<file path="config.mk">
export PLATFORM = sky130hd
export DESIGN_NAME = aes_round_ctrl
export DESIGN_NICKNAME = d
export VERILOG_FILES = /design/src/rtl/aes_round_ctrl.sv
export SDC_FILE = /design/constraint.sdc
export NUM_CORES = 1
export LEC_CHECK = 0
export ABC_AREA = 1
export CAP_MARGIN = 20
export CORE_AREA = 2 2 362 364
export CTS_BUF_LIST = sky130_fd_sc_hd__clkbuf_4 sky130_fd_sc_hd__clkbuf_8
export CTS_CLUSTER_DIAMETER = 100
export DETAILED_ROUTE_END_ITERATION = 12
export DIE_AREA = 0 0 364 366
export PLACE_DENSITY = 0.3
export REMOVE_ABC_BUFFERS = 1
export SYNTH_ARGS = -nofsm -noshare
export SYNTH_HDL_FRONTEND = slang
export SYNTH_SLANG_ARGS = --single-unit
</file>
<file path="constraint.sdc">
create_clock -name i_clk -period 2.4 [get_ports i_clk]
set_input_delay 0.48 -clock i_clk [delete_from_list [all_inputs] [get_ports i_clk]]
set_output_delay 0.48 -clock i_clk [all_outputs]
set_load 0.005 [all_outputs]
</file>
<file path="src/rtl/aes_round_ctrl.sv">
// AES encryption-round sequencer: owns the cipher state register and walks the
// ARK/SBT/SRW/MXC stage units through NR rounds using their En/Ry handshake.
module aes_round_ctrl #(
  parameter int NR      = 10,
  parameter int TIMEOUT = 15
) (
  input  logic         i_clk,
  input  logic         i_rst_n,
  input  logic         i_start,
  input  logic [127:0] i_in_plain,
  output logic [127:0] o_out_cipher,
  output logic         o_done,
  output logic         o_busy,
  output logic         o_err,
  output logic [3:0]   o_round,
  output logic [127:0] o_stage_data,
  output logic         o_en_ark,
  output logic         o_en_sbt,
  output logic         o_en_srw,
  output logic         o_en_mxc,
  input  logic         i_ry_ark,
  input  logic         i_ry_sbt,
  input  logic         i_ry_srw,
  input  logic         i_ry_mxc,
  input  logic [127:0] i_out_ark,
  input  logic [127:0] i_out_sbt,
  input  logic [127:0] i_out_srw,
  input  logic [127:0] i_out_mxc,
  output logic [3:0]   o_key_idx
);
  localparam int TW = $clog2(TIMEOUT + 1);

  typedef enum logic [3:0] {
    S_IDLE, S_ISS_ARK, S_WT_ARK, S_ISS_SBT, S_WT_SBT,
    S_ISS_SRW, S_WT_SRW, S_ISS_MXC, S_WT_MXC, S_DONE
  } state_t;

  state_t         r_state, w_state_nxt;
  logic [127:0]   r_data, w_data_nxt;
  logic [127:0]   r_cipher, w_cipher_nxt;
  logic [3:0]     r_round, w_round_nxt;
  logic [TW-1:0]  r_tmo, w_tmo_nxt;
  logic           r_err, w_err_nxt;
  logic           w_ry;
  logic [127:0]   w_res;

  // Only the unit being awaited is looked at; stray Ry from others is dropped.
  always_comb begin
    w_ry  = 1'b0;
    w_res = '0;
    unique case (r_state)
      S_WT_ARK: begin w_ry = i_ry_ark; w_res = i_out_ark; end
      S_WT_SBT: begin w_ry = i_ry_sbt; w_res = i_out_sbt; end
      S_WT_SRW: begin w_ry = i_ry_srw; w_res = i_out_srw; end
      S_WT_MXC: begin w_ry = i_ry_mxc; w_res = i_out_mxc; end
      default:  ;
    endcase
  end

  always_ff @(posedge i_clk or negedge i_rst_n) begin
    if (!i_rst_n) begin
      r_state  <= S_IDLE;
      r_data   <= '0;
      r_cipher <= '0;
      r_round  <= '0;
      r_tmo    <= '0;
      r_err    <= 1'b0;
    end else begin
      r_state  <= w_state_nxt;
      r_data   <= w_data_nxt;
      r_cipher <= w_cipher_nxt;
      r_round  <= w_round_nxt;
      r_tmo    <= w_tmo_nxt;
      r_err    <= w_err_nxt;
    end
  end

  always_comb begin
    w_state_nxt  = r_state;
    w_data_nxt   = r_data;
    w_cipher_nxt = r_cipher;
    w_round_nxt  = r_round;
    w_tmo_nxt    = r_tmo;
    w_err_nxt    = r_err;
    unique case (r_state)
      S_IDLE: if (i_start) begin
        w_data_nxt  = i_in_plain;
        w_round_nxt = '0;
        w_err_nxt   = 1'b0;
        w_state_nxt = S_ISS_ARK;
      end
      S_ISS_ARK: begin w_state_nxt = S_WT_ARK; w_tmo_nxt = '0; end
      S_ISS_SBT: begin w_state_nxt = S_WT_SBT; w_tmo_nxt = '0; end
      S_ISS_SRW: begin w_state_nxt = S_WT_SRW; w_tmo_nxt = '0; end
      S_ISS_MXC: begin w_state_nxt = S_WT_MXC; w_tmo_nxt = '0; end
      S_WT_ARK, S_WT_SBT, S_WT_SRW, S_WT_MXC: begin
        if (w_ry) begin
          w_data_nxt = w_res;
          unique case (r_state)
            S_WT_ARK: if (r_round == 4'(NR)) begin
              w_cipher_nxt = w_res;
              w_state_nxt  = S_DONE;
            end else begin
              w_round_nxt  = r_round + 4'd1;
              w_state_nxt  = S_ISS_SBT;
            end
            S_WT_SBT: w_state_nxt = S_ISS_SRW;
            S_WT_SRW: w_state_nxt = (r_round < 4'(NR)) ? S_ISS_MXC : S_ISS_ARK;
            default:  w_state_nxt = S_ISS_ARK;
          endcase
        end else if (r_tmo == TW'(TIMEOUT - 1)) begin
          // This is the TIMEOUT-th cycle without Ry: abandon the run.
          w_err_nxt   = 1'b1;
          w_state_nxt = S_IDLE;
        end else begin
          w_tmo_nxt = r_tmo + TW'(1);
        end
      end
      S_DONE:  w_state_nxt = S_IDLE;
      default: w_state_nxt = S_IDLE;
    endcase
  end

  assign o_en_ark     = (r_state == S_ISS_ARK);
  assign o_en_sbt     = (r_state == S_ISS_SBT);
  assign o_en_srw     = (r_state == S_ISS_SRW);
  assign o_en_mxc     = (r_state == S_ISS_MXC);
  assign o_done       = (r_state == S_DONE);
  assign o_busy       = (r_state != S_IDLE) && (r_state != S_DONE);
  assign o_err        = r_err;
  assign o_round      = r_round;
  assign o_key_idx    = r_round;
  assign o_stage_data = r_data;
  assign o_out_cipher = r_cipher;
endmodule

</file>
* Yosys cells after proc, flatten, opt, wreduce, memory -nomap -nowiden
Cells that the tools add are included.
** Operators by class
- Add/sub/neg operators :: 2
- Magnitude comparators :: 1
- Equal/unequal tests :: 20
- Multiplexer cells :: 24
- Reduce and logical (&&, ||, !) cells :: 13
** Operator list (count)
- $pmux W128 S4 :: 1
- $mux W128 :: 2
- $pmux W128 S2 :: 1
- $mux W4 :: 10
- $pmux W4 S6 :: 1
- $eq A4 B3 Y1 const B :: 4
- $eq A4 B4 Y1 const B :: 4
- $pmux W4 S2 :: 2
- $ne A2 B2 Y1 const B :: 7
- $pmux W4 S3 :: 1
- $add A4 B1 Y4 const B :: 2
- $eq A4 B2 Y1 const B :: 2
- $reduce_and A4 Y1 :: 2
- $reduce_or A4 Y1 :: 2
- $reduce_and A3 Y1 :: 2
- $reduce_and A5 Y1 :: 1
- $eq A4 B1 Y1 const B :: 1
- $logic_not A4 Y1 :: 1
- $lt A4 B4 Y1 const B :: 1
- $ne A4 B4 Y1 const B :: 1
- $pmux W1 S4 :: 1
- $reduce_bool A2 Y1 :: 2
- $reduce_bool A4 Y1 :: 1
- $mux W1 :: 3
- 5 further kinds :: 5
** Storage, ports and cells
- Flip-flop bits (word level) :: 269

* Logic depth before layout (Yosys ltp)
Gate-level depths: netlist (run 1).
- Depth after elaboration :: 5
- Mapped depth :: 12
- Mapped depth without buffers :: 10

* Worst setup path before layout (run 1)
OpenSTA, ideal clock, no wires.
- Path type :: flip-flop to output port
- Start point :: reg r_state[2]
- End point :: out o_busy
- Data arrival time :: 1.286 ns
- Data required time :: 1.920 ns
- Slack :: 0.634 ns
- Stages on the path, launching flop included :: 5
- Path buffers :: 2
- Cell sequence :: dfrtp_1 nor2_4 clkbuf_1 clkbuf_1 a21oi_1
** On the way
- Cells in the longest elaborated chain, start to end :: 2
** Ends and longest elaborated chain
- start, declared :: RTL line 38 : state_t r_state, w_state_nxt;
- start signal, assigned :: RTL line 69 : r_state <= w_state_nxt;
- $ne A4 B4 Y1 / $reduce_bool A4 Y1 (equally long branches) :: RTL line 129 : assign o_busy = (r_state != S_IDLE) && (r_state != S_DONE);
- $logic_and A1 B1 Y1 (*) :: RTL line 129
- end, declared :: RTL line 13 : output logic o_busy,
Every way passes the cells marked *; elsewhere a longest branch is shown, timed or not.

* Final worst setup path (run 1)
- Start point :: reg r_state[2]
- End point :: reg r_data[49] (netlist: o_stage_data[49])
** On the way
- Cells in the longest elaborated chain, start to end :: 4
** Ends and longest elaborated chain
- $eq A4 B4 Y1, or another cell as far along :: RTL line 51, 85
- $pmux W128 S4, or another cell as far along :: RTL line 51 : unique case (r_state)
- $mux W128, or another cell as far along :: RTL line 97 : if (w_ry) begin
- $pmux W128 S2 / $reduce_and A3 Y1 (equally long branches)
- end signal, assigned :: RTL line 70 : r_data <= w_data_nxt;
- end, declared :: RTL line 39 : logic [127:0] r_data, w_data_nxt;
Parallel ways exist; a longest one is shown, timed or not. The select of a mux whose other input is x is not followed.
A chain may end at the register's enable or synchronous reset.

==> out/results.ini, run 1 <==
[outcome]
status=finished clean

[setup_path]
critPathCaptureType=flop
r2r_start=r_state[2]
required_ns=2.96
cp-start-kind=flop
path_max_fanout=48
endpoint=o_stage_data[49]
cp_data_arrival_time_ns=2.93
worstSetupPathType=reg2reg
r2r-end=o_stage_data[49]
rrSetupSlack_ns=0.04
crit_start=r_state[2]
timing.reg2reg.worst_path_depth=11

[power_and_ir_drop]
leakagePower_nw=13.6
power_density_nw_per_um2=1020
vdd_ir_drop_max_v=0.000469

[routing]
drc=0
vias=19400
drtIter0Drc=1098
postRouteAntennaNets=0
wirelength_um=105000
vias_per_cell=3.78
wl_per_cell_um=20.5
drt_first_pass_iters=5

[clocking]
cts_buffers=60
cts_tree=done
h-tree-depth=2
clk_latency_ns=0.67
clkSlewWorstSetupHoldPaths_ns=0.06
cts_sinks=269
cts-root-buf=clkbuf_8
clock_path_buffers=3

[sta]
rsz0062_at_grt=true
finalCriticalPeriod_ns=2.36
max_freq_mhz=423
setup_ws_ns=0.0351
timing_worst_slew_pin_value_ns=0.481
skew_ns=0.0210
post-route-period-util=0.985
hold_violations=0
drv_slew=0
setup_violations=0
slew_headroom=0.679
timing.hold.ws_ns=0.285

[placed_design]
pre_cts_ws_ns=0.131
placed_area_sq_um=28000
portBuffers=917
globalplace.congestion=0.855
dp_hpwl_um=83900

[global_route]
grt_use_total=0.152
antenna_found_initial=12
grt_max_degree=66
grt_pass1_wl_um=147000
grt_pass1_vias=20200
gr-total-overflow=0

[floorplan]
initial_utilization=0.123
rows=132
core-area_sq_um=129000
dieArea_sq_um=133000
die_width_um=364
top_level_ports=918
dieHeight_um=366

[finish]
layout.nets=3994
design_area_sq_um=29400
syn2layout_area_growth_pct=85.2
fin_util=0.228
layout-drive-gt1-share=0.0913

[synthesis]
synthTopCellsByArea=dfrtp_1 42%, nand2_1 19%, nand3_1 17%
syn_area_sq_um=15900
synth_top_cell_area_share=0.424
netlist_instances=2380
synthTopCellsByCount=816 x nand2_1, 524 x nand3_1, 269 x dfrtp_1
ys_ff_latch=269
synth.distinct_cells=24
synthFlopType=dfrtp_1
synth.largest_area_cell=dfrtp_1
synth-edff-count=0
yosysMostFrequentCell=nand2_1
seq_area_frac_synth=0.424
syn_avg_cell_area_sq_um=6.67
ys_warn_count=0
async_flop_share=1.00

[worst_hold_path]
hold_path.class=in2async

[flow_run]
cap_violations=0

[sequential cells by signal, summed over array words and instances, names as in the netlist]
name / count
o_err: 1
r_state: 4
o_stage_data: 128
o_out_cipher: 128
o_key_idx: 4
r_tmo: 4
[layer usage]
layer,wire length (um),vias to the layer above,global-route usage
met1,43400,8938,0.181
met3,8020,143,0.0468
met2,51100,659,0.263
met4,2460,14,0.0384
met5,99,-,0
li1,-,9634,-
[power by group]
part           internal, W  switching [W]
clock network      0.00308        0.00238
logic              0.00721         0.0110
registers          0.00575       0.000692
[logic make-up after synthesis]
logic type	synth area share
compound gates	0.0838
xor+xnor	0.00165
fa+ha+maj	0.00315
buf+inv	0.0889
flops	0.424
simple gates	0.399
[stage by stage]
| stage | power (W) | setup TNS [ns] | std cells |
|---|---|---|---|
| 2_1_floorplan | 0.0120 | -2243.00 | 2190 |
| 3_3_place_gp | 0.0249 | 0 | 5007 |
| 3_5_place_dp | 0.0247 | 0 | 5007 |
| 4_1_cts | 0.0310 | -0.194 | 5125 |
| 5_1_grt | 0.0327 | -0.00251 | 5126 |
| 6_report | 0.0301 | 0 | 5127 |
[how the worst min path moves through the flow]
stage / slack (ns) / start / to / depth (start not counted)
detailed placement: 0.41 / i_rst_n / o_stage_data[23] / 1
finish: 0.29 / i_rst_n / o_out_cipher[91] / 2
global placement: 0.41 / i_rst_n / o_out_cipher[91] / 1
global route: 0.26 / i_rst_n / o_out_cipher[91] / 2
CTS: 0.20 / i_rst_n / o_stage_data[23] / 2
floorplan: 0.18 / i_rst_n / o_err / 0
[layout make-up]
cell class	count	area [sq um]
clock buffer	91	1130
sequential	269	6740
fill	14500	99600
inverter	150	576
timing repair buffer	1091	10900
tap	1742	2180
antenna	2	5.00
clock inverter	11	80.1
multi-input combinational	1771	7810
[timing repair]
item / CTS / global route
hold buffers: 1 / 0
pin swaps: 3 / 0
gates cloned: 2 / 0
setup buffers: 13 / 0
gates resized for setup: 21 / 18
setup endpoints to repair: 8 / 44
hold endpoints to repair: 65 / 0
[critical path, cell delays in order, from the launching register on]
cell and delay, ns:
dfrtp_2 0.46, nor2_4 0.06, buf_4 0.16, buf_4 0.17, buf_4 0.15, buf_12 0.16, nand3_1 0.17, nand2_1 0.14
nor2_1 0.33, o21ai_0 0.18, nand2_1 0.10, nand2_1 0.05
[placed cells by master, fill, tap and decap left out, types with 10 or more instances in the layout]
cell | synthesis | routed
nor2_1 | 140 | 135
clkbuf_8 | 0 | 72
nand3_1 | 524 | 523
buf_4 | 9 | 140
dfrtp_1 | 269 | 266
inv_1 | 145 | 144
buf_12 | 0 | 29
clkdlybuf4s50_1 | 0 | 908
nand2_1 | 816 | 816
clkbuf_4 | 0 | 19
o21ai_0 | 223 | 222
clkinv_2 | 0 | 10
o21ai_1 | 40 | 41
(Power assumes the default switching activity.)
==> run 2, diff against run 1 <==
==> constraint.sdc (replaced) <==
create_clock -name i_clk -period 2.8 [get_ports i_clk]
set_input_delay 0.56 -clock i_clk [delete_from_list [all_inputs] [get_ports i_clk]]
set_output_delay 0.56 -clock i_clk [all_outputs]
set_load 0.005 [all_outputs]
==> run 2 against run 1 <==
Cell count decreased by 1.5%; sequential power down 14%; count of clock-buffer cells in the layout grew 4; hold slack better by 0.17 ns; flip-flop and latch count stayed put; sequential share of layout area rose by 0.52 points; total power is 18% lower; largest power group unchanged.
==> out/results.ini, run 2 (synthesis results as in run 1) <==
[sta]
finalCriticalPeriod_ns=2.62
max_freq_mhz=381
slew_headroom=0.560
rsz0062_at_grt=false
setup_ws_ns=0.176
drv_slew=0
timing_worst_slew_pin_value_ns=0.653
post-route-period-util=0.937
setup_violations=0
skew_ns=0.0306
hold_violations=0

[routing]
vias=19100
vias_per_cell=3.78
wl_per_cell_um=20.3
drtIter0Drc=878
postRouteAntennaNets=0
drc=0
wirelength_um=102000
drt_first_pass_iters=5

[placed_design]
dp_hpwl_um=81100
pre_cts_ws_ns=0.384
portBuffers=917
globalplace.congestion=0.789

[global_route]
grt_use_total=0.148
busiest_layer=met2
grt_max_degree=90
grt_pass1_wl_um=144000
gr-total-overflow=0
grt_use_met1=0.174
grt_pass1_vias=20000
use_met2=0.258
antenna_found_initial=12
met3_usage=0.0439

[clocking]
clkSlewWorstSetupHoldPaths_ns=0.05
cts_sinks=269
cts_buffers=59
clock_path_buffers=3
h-tree-depth=2
cts-root-buf=clkbuf_8
clk_latency_ns=0.66
cts_tree=done

[finish]
syn2layout_area_growth_pct=81.1
mostFrequentLayoutCells=911 x clkdlybuf4s50_1, 816 x nand2_1, 523 x nand3_1
layout-drive-gt1-share=0.0657
layout.nets=3914
multi_input_area_sq_um=7790
nFillCells=14600
layout_commonest_cell=clkdlybuf4s50_1
regArea_sq_um=6740

[setup_path]
cp_slowest_cell=clkdlybuf4s50_1
cp-start-kind=flop
cp_data_arrival_time_ns=2.06
critPathCaptureType=output pin
slowest_delay_ns=0.50
worstPathCellList=nor2_1 -> inv_2 -> nor3_2 -> buf_4 -> clkdlybuf4s50_1
path_max_fanout=4
rrSetupSlack_ns=0.43
required_ns=2.24
worstSetupPathType=reg2out

[floorplan]
initial_utilization=0.123
core-area_sq_um=129000
die_width_um=364
dieHeight_um=366
rows=132
dieArea_sq_um=133000
top_level_ports=918

[outcome]
status=finished clean

[worst_hold_path]
hold_path.class=in2async

[power_and_ir_drop]
vdd_ir_drop_max_v=0.000915
fin_total_pwr_w=0.0247
power_density_nw_per_um2=857
leakagePower_nw=13.2

[flow_run]
cap_violations=0

run 2: final timing paths:
| kind | to | cells after the start | start |
|---|---|---|---|
| max | o_done | 5 | r_state[1] |
| min | o_err | 2 | i_rst_n |
| max reg2reg | o_stage_data[49] | 11 | r_state[2] |
| min reg2reg | o_stage_data[22] | 2 | o_stage_data[22] |
| max in group asynchronous | o_stage_data[18] | 3 | i_rst_n |
| min in group i_clk | o_stage_data[22] | 2 | o_stage_data[22] |
run 2: per-layer routing:
| layer | vias to the layer above | wire length, um |
|---|---|---|
| met2 | 615 | 50100 |
| li1 | 9466 | - |
| met4 | 8 | 2280 |
| met1 | 8890 | 42300 |
| met5 | - | 51 |
| met3 | 102 | 7560 |
run 2: through the flow:
stage / hold WS, ns / area, sq um / util / setup TNS [ns] / std cells
after floorplan: 0.264 / 15000 / - / -2133.80 / 2190
final: 0.454 / 28800 / 0.223 / 0 / 5052
after CTS: 0.368 / 28800 / 0.223 / 0 / 5046
after global placement: 0.463 / 27500 / 0.213 / 0 / 4939
after detailed placement: 0.465 / 27500 / 0.213 / 0 / 4939
after global routing: 0.434 / 28800 / 0.223 / 0 / 5049
run 2: worst max-delay path: cells and delay by family, from the launching register on:
kind,cells,cell delay (ns)
buffers and inverters,3,0.72
flip-flops,1,0.43
AND/OR/NAND/NOR,2,0.26
run 2: timing repair:
| item | in CTS | in global routing |
|---|---|---|
| pin swaps | 3 | 0 |
| hold buffers | 1 | 0 |
| endpoints found under the setup margin | 6 | 1 |
| gates cloned | 0 | 0 |
| endpoints found under the hold margin | 43 | 0 |
| buffers inserted | 4 | 0 |
| gates resized for setup | 10 | 1 |
run 2: area by class of cell:
class                      instances  area share
timing repair buffer            1012       0.355
multi-input combinational       1771       0.271
sequential                       269       0.234
tap                             1742      0.0758
clock buffer                      95      0.0407
inverter                         150      0.0200
clock inverter                     7     0.00296
antenna                            6    0.000522
run 2: where the power goes:
group | switching [W] | total (W) | internal [W] | leakage [nW]
clock network | 0.00196 | 0.00475 | 0.00279 | 0.674
registers | 0.000600 | 0.00553 | 0.00493 | 3.55
logic | 0.00907 | 0.0144 | 0.00532 | 8.93
